[config.mk]
export PLATFORM = sky130hd
export DESIGN_NAME = spi_slave_word
export DESIGN_NICKNAME = d
export VERILOG_FILES = /design/src/rtl/spi_slave_word.sv
export SDC_FILE = /design/constraint.sdc
export NUM_CORES = 1
export LEC_CHECK = 0
export CORE_ASPECT_RATIO = 0.75
export CORE_MARGIN = 10
export CORE_UTILIZATION = 35
export CTS_CLUSTER_SIZE = 14
export DETAILED_ROUTE_END_ITERATION = 10
export PLACE_DENSITY = 0.61
export SYNTH_ARGS = -nofsm -noshare
export SYNTH_HDL_FRONTEND = slang
export SYNTH_SLANG_ARGS = --single-unit
[constraint.sdc]
create_clock -name clk -period 1.7 [get_ports clk]
set_clock_uncertainty 0.15 [all_clocks]
set_input_delay 0.34 -clock clk [delete_from_list [all_inputs] [get_ports clk]]
set_output_delay 0.34 -clock clk [all_outputs]
set_load 0.03 [all_outputs]
[src/rtl/spi_slave_word.sv]
// Word-wide SPI slave with selectable mode, oversampled by clk, and a one-entry
// TX holding register. Received words leave as rx_data/rx_valid pulses.
module spi_slave_word #(
    parameter int DATA_W      = 8,
    parameter bit CPOL        = 1'b0,
    parameter bit CPHA        = 1'b0,
    parameter int SYNC_STAGES = 2
) (
    input  logic                        clk,
    input  logic                        rst,
    input  logic                        SCK,
    input  logic                        MOSI,
    output logic                        MISO,
    input  logic                        SSEL,
    output logic [DATA_W-1:0]           rx_data,
    output logic                        rx_valid,
    input  logic [DATA_W-1:0]           tx_data,
    input  logic                        tx_valid,
    output logic                        tx_ready,
    output logic                        tx_underrun,
    output logic                        frame_end,
    output logic [$clog2(DATA_W)-1:0]   bit_count_out
);
    localparam int CNT_W = $clog2(DATA_W);

    logic [SYNC_STAGES-1:0] sck_sync, ssel_sync, mosi_sync;
    logic                   sck_d, ssel_d;
    logic                   sck_s, ssel_s, mosi_s;
    logic                   active, frame_start, frame_stop;
    logic                   sck_toggled, lead_edge, trail_edge;
    logic                   sample_edge, shift_edge, last_bit, load;
    logic [CNT_W-1:0]       bit_count;
    logic [DATA_W-1:0]      rx_shift, tx_shift, hold;
    logic                   full;

    assign sck_s  = sck_sync[SYNC_STAGES-1];
    assign ssel_s = ssel_sync[SYNC_STAGES-1];
    assign mosi_s = mosi_sync[SYNC_STAGES-1];

    // Synchronisers reset to the idle bus state so reset never looks like an edge.
    always_ff @(posedge clk) begin
        if (rst) begin
            sck_sync  <= {SYNC_STAGES{CPOL}};
            ssel_sync <= '1;
            mosi_sync <= '0;
            sck_d     <= CPOL;
            ssel_d    <= 1'b1;
        end else begin
            sck_sync  <= {sck_sync[SYNC_STAGES-2:0], SCK};
            ssel_sync <= {ssel_sync[SYNC_STAGES-2:0], SSEL};
            mosi_sync <= {mosi_sync[SYNC_STAGES-2:0], MOSI};
            sck_d     <= sck_s;
            ssel_d    <= ssel_s;
        end
    end

    assign active      = ~ssel_s;
    assign frame_start = ssel_d & ~ssel_s;
    assign frame_stop  = ~ssel_d & ssel_s;
    assign sck_toggled = sck_s != sck_d;
    assign lead_edge   = sck_toggled && (sck_s != CPOL);
    assign trail_edge  = sck_toggled && (sck_s == CPOL);
    assign sample_edge = active && (CPHA ? trail_edge : lead_edge);
    assign shift_edge  = active && (CPHA ? lead_edge : trail_edge);
    assign last_bit    = bit_count == CNT_W'(DATA_W - 1);
    // With CPHA=0 the first word must be on MISO before the first sample edge.
    assign load        = (shift_edge && bit_count == '0) || (!CPHA && frame_start);

    always_ff @(posedge clk) begin
        if (rst) begin
            rx_shift  <= '0;
            bit_count <= '0;
            rx_data   <= '0;
            rx_valid  <= 1'b0;
            frame_end <= 1'b0;
        end else begin
            // NOTE: pulse outputs get their default first; a later non-blocking
            // assignment in the same block overrides it for this cycle.
            rx_valid  <= 1'b0;
            frame_end <= frame_stop;
            if (!active) begin
                bit_count <= '0;
                rx_shift  <= '0;
            end else if (sample_edge) begin
                rx_shift <= {rx_shift[DATA_W-2:0], mosi_s};
                if (last_bit) begin
                    bit_count <= '0;
                    rx_data   <= {rx_shift[DATA_W-2:0], mosi_s};
                    rx_valid  <= 1'b1;
                end else begin
                    bit_count <= bit_count + CNT_W'(1);
                end
            end
        end
    end

    // A load consumes the old holding content before a same-cycle handshake refills it.
    always_ff @(posedge clk) begin
        if (rst) begin
            tx_shift    <= '0;
            hold        <= '0;
            full        <= 1'b0;
            tx_underrun <= 1'b0;
        end else begin
            tx_underrun <= 1'b0;
            if (load) begin
                if (full) begin
                    tx_shift <= hold;
                end else begin
                    tx_shift    <= '0;
                    tx_underrun <= 1'b1;
                end
            end else if (shift_edge) begin
                tx_shift <= {tx_shift[DATA_W-2:0], 1'b0};
            end
            if (tx_valid && !full) begin
                hold <= tx_data;
                full <= 1'b1;
            end else if (load) begin
                full <= 1'b0;
            end
        end
    end

    assign tx_ready      = ~full;
    assign MISO          = tx_shift[DATA_W-1];
    assign bit_count_out = bit_count;

endmodule

==> results of run 1 <==
==> registers in the layout, indices dropped and copies added, names as in the netlist <==
name / cells
hold: 8
mosi_sync: 2
tx_underrun: 1
ssel_sync: 2
rx_shift: 7
sck_d: 1
rx_data: 8
tx_shift: 8
bit_count_out: 3
sck_sync: 2
frame_end: 1
full: 1
rx_valid: 1
ssel_d: 1
==> cells by family (layout without fill, tap and decap cells) <==
logic type	after synthesis	in the layout
buf+inv	13	51
fa+ha+maj	3	3
mux	8	8
flops	46	46
simple gates	75	75
compound gates	30	30
xor+xnor	1	1
==> cells in the mapped netlist <==
library cell | count | area (µm²)
nor2b_4 | 2 | 27.5
nand2_1 | 28 | 105
buf_4 | 1 | 7.51
ha_1 | 3 | 37.5
xnor2_1 | 1 | 8.76
a21oi_1 | 14 | 70.1
nor2b_1 | 7 | 43.8
or3_1 | 1 | 6.26
nand2b_2 | 1 | 8.76
nor2_1 | 19 | 71.3
nor3b_4 | 1 | 18.8
buf_2 | 3 | 15.0
o21bai_2 | 1 | 11.3
dfxtp_1 | 46 | 921
nor3b_1 | 1 | 7.51
nor3_1 | 10 | 50.1
or2_2 | 2 | 12.5
a311oi_1 | 1 | 8.76
o21ba_2 | 1 | 10.0
nand3b_2 | 1 | 11.3
a21oi_2 | 1 | 8.76
o221a_2 | 4 | 45.0
nor2_2 | 1 | 6.26
inv_2 | 1 | 3.75
o21a_1 | 1 | 7.51
clkbuf_1 | 4 | 15.0
nand3b_1 | 1 | 7.51
mux2i_1 | 8 | 80.1
inv_1 | 3 | 11.3
a221oi_1 | 6 | 52.6
o211ai_1 | 1 | 7.51
buf_6 | 1 | 11.3
==> what timing repair did <==
| item | in CTS | in global routing |
|---|---|---|
| buffers inserted | 0 | 2 |
| setup endpoints to repair | 16 | 9 |
| resized for setup | 16 | 0 |
| hold endpoints to repair | 0 | 0 |
==> power groups by stage <==
| stage | logic, mW | registers (mW) | clock network [mW] |
|---|---|---|---|
| floorplan | 0.0877 | 1.15 | 0 |
| global placement | 0.151 | 1.15 | 0 |
| detailed placement | 0.152 | 1.15 | 0 |
| CTS | 0.149 | 1.13 | 0.687 |
| global route | 0.162 | 1.13 | 0.722 |
| finish | 0.148 | 1.13 | 0.669 |
==> metal layers <==
layer / share of wire, % / routed length, µm / global-route usage [%]
met4: 1.3 / 46 / 4.65
met3: 8.9 / 318 / 3.85
met2: 38 / 1370 / 11.7
met1: 52 / 1850 / 12.2
met5: 0 / 0 / 0
==> per-stage QoR <==
step	setup WS [ps]	hold slack, ps
2_1_floorplan	76.6	239
3_3_place_gp	22.9	243
3_5_place_dp	13.2	244
4_1_cts	32.4	265
5_1_grt	-32.9	281
6_report	56.3	264
==> final timing paths <==
path,startpoint,end,slack (ps),cells after the start
hold / removal,ssel_sync[0]$_SDFF_PP1_,ssel_sync[1]$_SDFF_PP1_,260,1
setup / recovery,bit_count_out[2]$_SDFFE_PP0P_,bit_count_out[2],60,1
setup reg to reg,bit_count_out[0]$_SDFFE_PP0P_,tx_shift[5]$_SDFFE_PP0P_,80,6
hold reg to reg,ssel_sync[0]$_SDFF_PP1_,ssel_sync[1]$_SDFF_PP1_,260,1
==> cell type report <==
cell class                      count  area share [%]
Sequential cell                    46            42.6
Multi-Input combinational cell    117            33.4
Timing Repair Buffer               39            15.9
Tap cell                           57            3.29
Clock buffer                        5            3.17
Clock inverter                      3           0.980
Inverter                            4           0.692
==> results.md, run 1 <==
* Initial DRC count at 56
* Starting Density at 37.2%
* Compound-gate portion of the synthesized area at 13.0%
* Total track usage at 9.06%
* Placed cell areas at 0.00208 mm²
* Row count at 21
* Fill cell count at 441
* First-pass GRT wire length at 5.96 mm
* Endpoints failing hold at 0
* Synth Warn # at 0
* Register Area at 923 µm²
* Flops & latches, synth at 46
* Status: finished clean
* Avg WL per Cell at 13.2 µm
* Clk sinks at 46
* CP top delay family: buffers and inverters
* Core box area at 0.00460 mm²
* Nets at 230
* Post-DP HPWL at 2.63 mm
* Placed Cells at 261
* Slowest CP cell: dlygate4sd2_1
* Post-synthesis adder-cell area fraction at 2.20%
* Setup TNS at 0 ps
* Pwr/cell area at 897 mW/mm²
* Final GP Congestion at 0.777
* CP startpoint kind: flip-flop
* CTS tree: done
* Mux contribution to synthesized area at 4.69%
* Int Pwr at 1.47 mW
* Worst hold path type: reg -> reg
* Share of layout cells above drive strength 1 at 16.8%
* Cells after Synth at 176
* Antenna violations before repair at 0
* Crit-path max FO at 4
* # port buffers at 29
* Yosys cell types at 32
* Clk pin slew, worst setup/hold paths at 80 ps
* Total CTS buffers at 5
* Tightest Pin Transition at 361 ps
* Tmin final at 1640 ps
* Post-synthesis simple-gate area fraction at 22.0%
* Via/cell ratio at 4.83
* RSZ-0062 raised after global routing: yes
* Part of the Yosys area used for sequential elements at 53.9%
* Seq pwr share at 58.0%
* DRC viols at 0
* N_diodes at 0
* H-tree depth at 2
* NetSw at 472 µW
* Slew Viols, Final at 0
* Post-Layout Cell Count at 271
* Syn_area_per_cell at 9.71 µm²
* Clock root buffer: clkbuf_8
* Syn_nets at 193
* Clock Latency Late Sink at 300 ps
* Pleak at 0.895 nW
* Num ports at 30
* Sw Share at 24.3%
* Synth Area in XOR/XNOR at 0.512%
* Clk pwr share at 34.4%
* Vias in the first global route at 1240
* Design Power at 1.95 mW
* Largest family of logic cells by synthesized area: simple AND/OR/NAND/NOR gates
* Router iterations before antenna repair at 4
* Area occupied by multi-input gates at 724 µm²
* Post-DRT Antenna Nets at 0
* Most frequent cells in the layout: dfxtp_1, nand2_1, nor2_1
* Critical Path, Cell by Cell: dlygate4sd2_1
* VDD IR max at 0.404 mV
* Grt total ovfl at 0
* # setup viols final at 0
* Chip Height at 80.5 µm
* DIE AREA at 0.00811 mm²
* Area grow syn2layout at 26.9%
* Vias at 1308
* Post-Syn Area at 0.00171 mm²
* Combinational share of power at 7.6%
* Max_cap viols at 0
* CTS max path bufs at 2
* Most common cell after layout, fill and taps aside: dfxtp_1
* WL final at 3.59 mm
* Crit path DAT at 1150 ps
* Die width at 101 µm
* Largest net degree at the start of global routing at 20
* WP data required at 1210 ps
* Hold buffers post-CTS at 0
* CP bufs+invs at 1
* Max_slew headroom at 75.9%
* Final period utilization at 96.7%
* Slowest stage delay, CP at 430 ps
* Maximum clock frequency at 0.608 GHz
* Final instance area at 0.00217 mm²
* Util after Layout at 47.2%
* CP Class: reg -> out
* Worst Setup End Kind: output port
(Power assumes the default switching activity.)
==> run 2: changes to the inputs <==
DONT_BUFFER_PORTS = 1   (was unset)
PLACE_DENSITY = 0.53   (was 0.61)
==> results.md, run 2 (same netlist as run 1, synthesis figures left out) <==
* Slew Viols, Final at 0
* Crit path DAT at 1660 ps
* Avg WL per Cell at 16.0 µm
* Most common cell after layout, fill and taps aside: dfxtp_1
* Endpoints failing hold at 0
* CP startpoint kind: flip-flop
* RSZ-0062 raised after global routing: yes
* Worst Setup End Kind: flip-flop
* Starting Density at 37.2%
* CP Class: reg -> reg
* Pleak at 0.750 nW
* Grt total ovfl at 0
* Capturing point of the worst reg2reg path: tx_shift[1]$_SDFFE_PP0P_
* CTS tree: done
* Setup TNS at 0 ps
* Maximum clock frequency at 0.613 GHz
* Nets at 202
* DRC viols at 0
* CP bufs+invs at 1
* Post-DRT Antenna Nets at 0
* Critical Path, Cell by Cell: inv_1 -> ha_1 -> nor2b_4 -> o21a_1 -> a221oi_2 -> nor3_1
* Final GP Congestion at 0.784
* Slowest CP cell: dfxtp_2
* Worst setup startpoint: bit_count_out[1]$_SDFFE_PP0P_
* Num ports at 30
* Max_cap viols at 0
* # port buffers at 0
* Worst R2R Setup Slack at 70 ps
* Most frequent cells in the layout: dfxtp_1, nand2_1, nor2_1
* Die width at 101 µm
* Util after Layout at 42.7%
* Reg2Reg Depth at 6
* Max_slew headroom at 74.5%
* Hold wc startpoint: SCK
* Largest net degree at the start of global routing at 35
* Share of layout cells above drive strength 1 at 21.5%
* Clk sinks at 46
* Crit-path max FO at 6
* Vias in the first global route at 1166
* First-pass GRT wire length at 6.16 mm
* H-tree depth at 2
* Clock Latency Late Sink at 300 ps
* N_diodes at 0
* Vias at 1254
* Final period utilization at 95.9%
* Hold Crit Depth at 1
* Tmin final at 1630 ps
* Hold Crit Endpoint: sck_sync[0]$_SDFF_PP0_
* Slowest stage delay, CP at 360 ps
* Registers with the most flip-flops: hold x8, rx_data x8, tx_shift x8
* Clock root buffer: clkbuf_8
* Chip Height at 80.5 µm
* Core box area at 0.00460 mm²
* Status: finished clean
* Worst hold path type: in -> reg
* # setup viols final at 0
* Area grow syn2layout at 14.8%
* CP top delay family: compound AO/OA/AOI/OAI gates
* WL final at 3.89 mm
* VDD IR max at 0.514 mV
* Total track usage at 9.82%
* Design Power at 1.90 mW
* CTS max path bufs at 2
* Router iterations before antenna repair at 4
* Post-DP HPWL at 2.81 mm
* DIE AREA at 0.00811 mm²
* Pwr/cell area at 971 mW/mm²
* WP data required at 1730 ps
* Row count at 21
* Worst r2r src: bit_count_out[1]$_SDFFE_PP0P_
* Initial DRC count at 62
* Clk pin slew, worst setup/hold paths at 80 ps
* Total CTS buffers at 5
* Via/cell ratio at 5.16
* Antenna violations before repair at 0
* Tightest Pin Transition at 382 ps
run 2: cell count changes in the layout (fill, tap and decap cells not counted), sizes merged:
cell           change
dlygate4sd2       -16
clkdlybuf4s50     -13
clkbuf             +1
clkinvlp           -1
dlygate4sd3        +1
run 2: area by class of cell:
type                       count  area [µm²]
sequential                    46         923
tap                           57        71.3
clock inverter                 2        13.8
inverter                       4        15.0
timing repair buffer          11         110
multi-input combinational    117         756
clock buffer                   6        72.6
fill                         426        2640
run 2: worst max path at each step:
stage | endpoint | slack [ps] | depth (start not counted)
floorplan | tx_shift[7]$_SDFFE_PP0P_ | 80 | 6
global placement | tx_shift[1]$_SDFFE_PP0P_ | 140 | 6
detailed placement | tx_shift[1]$_SDFFE_PP0P_ | 60 | 7
CTS | tx_shift[1]$_SDFFE_PP0P_ | 50 | 7
global route | tx_shift[5]$_SDFFE_PP0P_ | -10 | 7
finish | tx_shift[1]$_SDFFE_PP0P_ | 70 | 6
run 2: through the flow:
step                      worst slack [ps]  area, µm²  hold slack (ps)  std cells
after global routing                 -10.7       1960             28.3        243
final                                 69.5       1960             19.1        243
after floorplan                       76.6       1710              239        176
after detailed placement              61.1       1790              243        232
after global placement                 136       1790              244        232
after CTS                             48.1       1910             8.28        242
run 2: timing repair:
item,CTS,global route
gates resized for setup,0,5
hold endpoints to repair,34,0
hold buffers,2,0
buffers inserted,0,1
setup endpoints to repair,0,11
run 2: per-layer routing:
metal / GRT usage (%) / share of wire (%) / vias to the layer above
met2: 12.6 / 39 / 36
met1: 13.0 / 51 / 593
met4: 4.23 / 1.1 / 0
met3: 5.22 / 9.0 / 5
met5: 0 / 0 / -
li1: - / - / 620
run 2: report_power, final:
part	switching [mW]	leakage, nW	internal [mW]	total [mW]
Clock	0.364	0.0452	0.290	0.655
Sequential	0.0306	0.376	1.11	1.14
Combinational	0.0620	0.329	0.0495	0.112
==> run 3: changes to the inputs <==
CORE_MARGIN = 2   (was 10)
==> results.md, run 3 (same netlist as run 1, synthesis figures left out) <==
* Chip Height at 64.5 µm
* Seq pwr share at 55.5%
* # port buffers at 0
* Most frequent cells in the layout: dfxtp_1, nand2_1, nor2_1
* Clk pin slew, worst setup/hold paths at 80 ps
* Initial DRC count at 101
* Clk pwr share at 39.4%
* Slew Viols, Final at 0
* Antenna violations before repair at 0
* Starting Density at 37.4%
* Pwr/cell area at 1050 mW/mm²
* Slowest stage delay, CP at 370 ps
* Resized Gates After CTS at 0
* First-pass GRT wire length at 5.87 mm
* Max_cap viols at 0
* Die width at 84.7 µm
* Met2 wire length at 1.39 mm
* Most common cell after layout, fill and taps aside: dfxtp_1
* Num ports at 30
* Slowest CP cell: dfxtp_2
* CTS tree: done
* H-tree depth at 2
* Avg WL per Cell at 14.9 µm
* CP Class: reg -> reg
* Worst R2R Setup Slack at 110 ps
* Vias at 1220
* WP data required at 1730 ps
* Crit path DAT at 1630 ps
* Pleak at 0.738 nW
* Vias in the first global route at 1157
* Util after Layout at 42.7%
* Clk sinks at 46
* Grt total ovfl at 0
* Crit path to: tx_shift[4]$_SDFFE_PP0P_
* DRT met1 WL at 1.83 mm
* Post-DP HPWL at 2.52 mm
* Combinational share of power at 5.2%
* Tightest Pin Transition at 393 ps
* Total CTS buffers at 5
* Post-DRT Antenna Nets at 0
* Routed wl met3 at 327 µm
* Clock root buffer: clkbuf_8
* Max_slew headroom at 73.8%
* DIE AREA at 0.00546 mm²
* # setup viols final at 0
* Final GP Congestion at 0.799
* Largest net degree at the start of global routing at 35
* N_diodes at 0
* Share of layout cells above drive strength 1 at 18.8%
* NetSw at 456 µW
* Placed cell areas at 0.00179 mm²
* Final period utilization at 93.8%
* WL final at 3.61 mm
* Endpoints failing hold at 0
* Status: finished clean
* Worst setup startpoint: bit_count_out[1]$_SDFFE_PP0P_
* Critical Path Stages at 6
* Critical Path, Cell by Cell: inv_1 -> ha_1 -> nor2b_4 -> o21a_1 -> a221oi_1 -> nor3_1
* CP startpoint kind: flip-flop
* Capturing point of the worst reg2reg path: tx_shift[4]$_SDFFE_PP0P_
* Crit-path max FO at 6
* DRC viols at 0
* Top layer in use: met4
* Total track usage at 14.2%
* Registers with the most flip-flops: hold x8, rx_data x8, tx_shift x8
* CTS max path bufs at 2
* Worst r2r src: bit_count_out[1]$_SDFFE_PP0P_
* Worst hold path type: in -> reg
* CP top delay family: compound AO/OA/AOI/OAI gates
* Area grow syn2layout at 14.3%
* Nets at 202
* Final instance area at 0.00195 mm²
* Worst Setup End Kind: flip-flop
* Router iterations before antenna repair at 4
* VDD IR max at 0.445 mV
* Sw Share at 22.3%
* Maximum clock frequency at 0.627 GHz
* Via/cell ratio at 5.02
* Row count at 21
* Setup TNS at 0 ps
* Reg2Reg Depth at 6
* Int Pwr at 1.59 mW
* RSZ-0062 raised after global routing: yes
* Core box area at 0.00457 mm²
* Tmin final at 1590 ps
* CP bufs+invs at 1
* Clock Latency Late Sink at 300 ps
run 3: worst reg2reg max path: stages (launching register included):
cell and delay, ps:
dfxtp_2 370, inv_1 50, ha_1 170, nor2b_4 140, o21a_1 250, a221oi_1 260
nor3_1 90
run 3: how the worst min path moves through the flow:
stage / startpoint / to / depth (start not counted)
2_1_floorplan: ssel_sync[0]$_SDFF_PP1_ / ssel_sync[1]$_SDFF_PP1_ / 1
3_3_place_gp: ssel_sync[0]$_SDFF_PP1_ / ssel_sync[1]$_SDFF_PP1_ / 1
3_5_place_dp: ssel_sync[0]$_SDFF_PP1_ / ssel_sync[1]$_SDFF_PP1_ / 1
4_1_cts: MOSI / mosi_sync[0]$_SDFF_PP0_ / 1
5_1_grt: tx_data[3] / hold[3]$_SDFFE_PP0P_ / 2
6_report: MOSI / mosi_sync[0]$_SDFF_PP0_ / 1
run 3: power by group through the flow:
stage               registers, mW  clock network [mW]  logic (mW)
floorplan                    1.15                   0      0.0877
global placement             1.16                   0      0.0853
detailed placement           1.16                   0      0.0877
CTS                          1.14               0.827       0.107
global route                 1.14               0.872       0.118
finish                       1.14               0.808       0.106
run 3: metrics by stage:
step / instances / power (mW) / hold WS (ps) / worst slack, ps
floorplan: 176 / 1.24 / 239 / 76.6
global placement: 232 / 1.25 / 243 / 126
detailed placement: 232 / 1.25 / 252 / 121
CTS: 242 / 2.07 / 10.8 / 101
global route: 243 / 2.13 / 29.8 / -17.0
finish: 243 / 2.05 / 18.4 / 105
run 3: layer usage:
layer | global-route usage, % | vias up
met4 | 5.95 | 0
met3 | 6.37 | 6
met1 | 19.8 | 563
li1 | - | 618
met2 | 18.6 | 33
met5 | 0 | -
run 3: what timing repair did:
item,4_1_cts,5_1_grt
setup buffers,0,1
endpoints found under the setup margin,0,4
hold buffers,2,0
hold endpoints to repair,34,0
run 3: cell type report:
type	count	area, µm²
clock buffers	6	72.6
clock inverters	2	37.5
multi-input cells	117	724
fillers	458	2620
inverters	4	15.0
repair buffers	11	110
well taps	57	71.3
flip-flops and latches	46	923
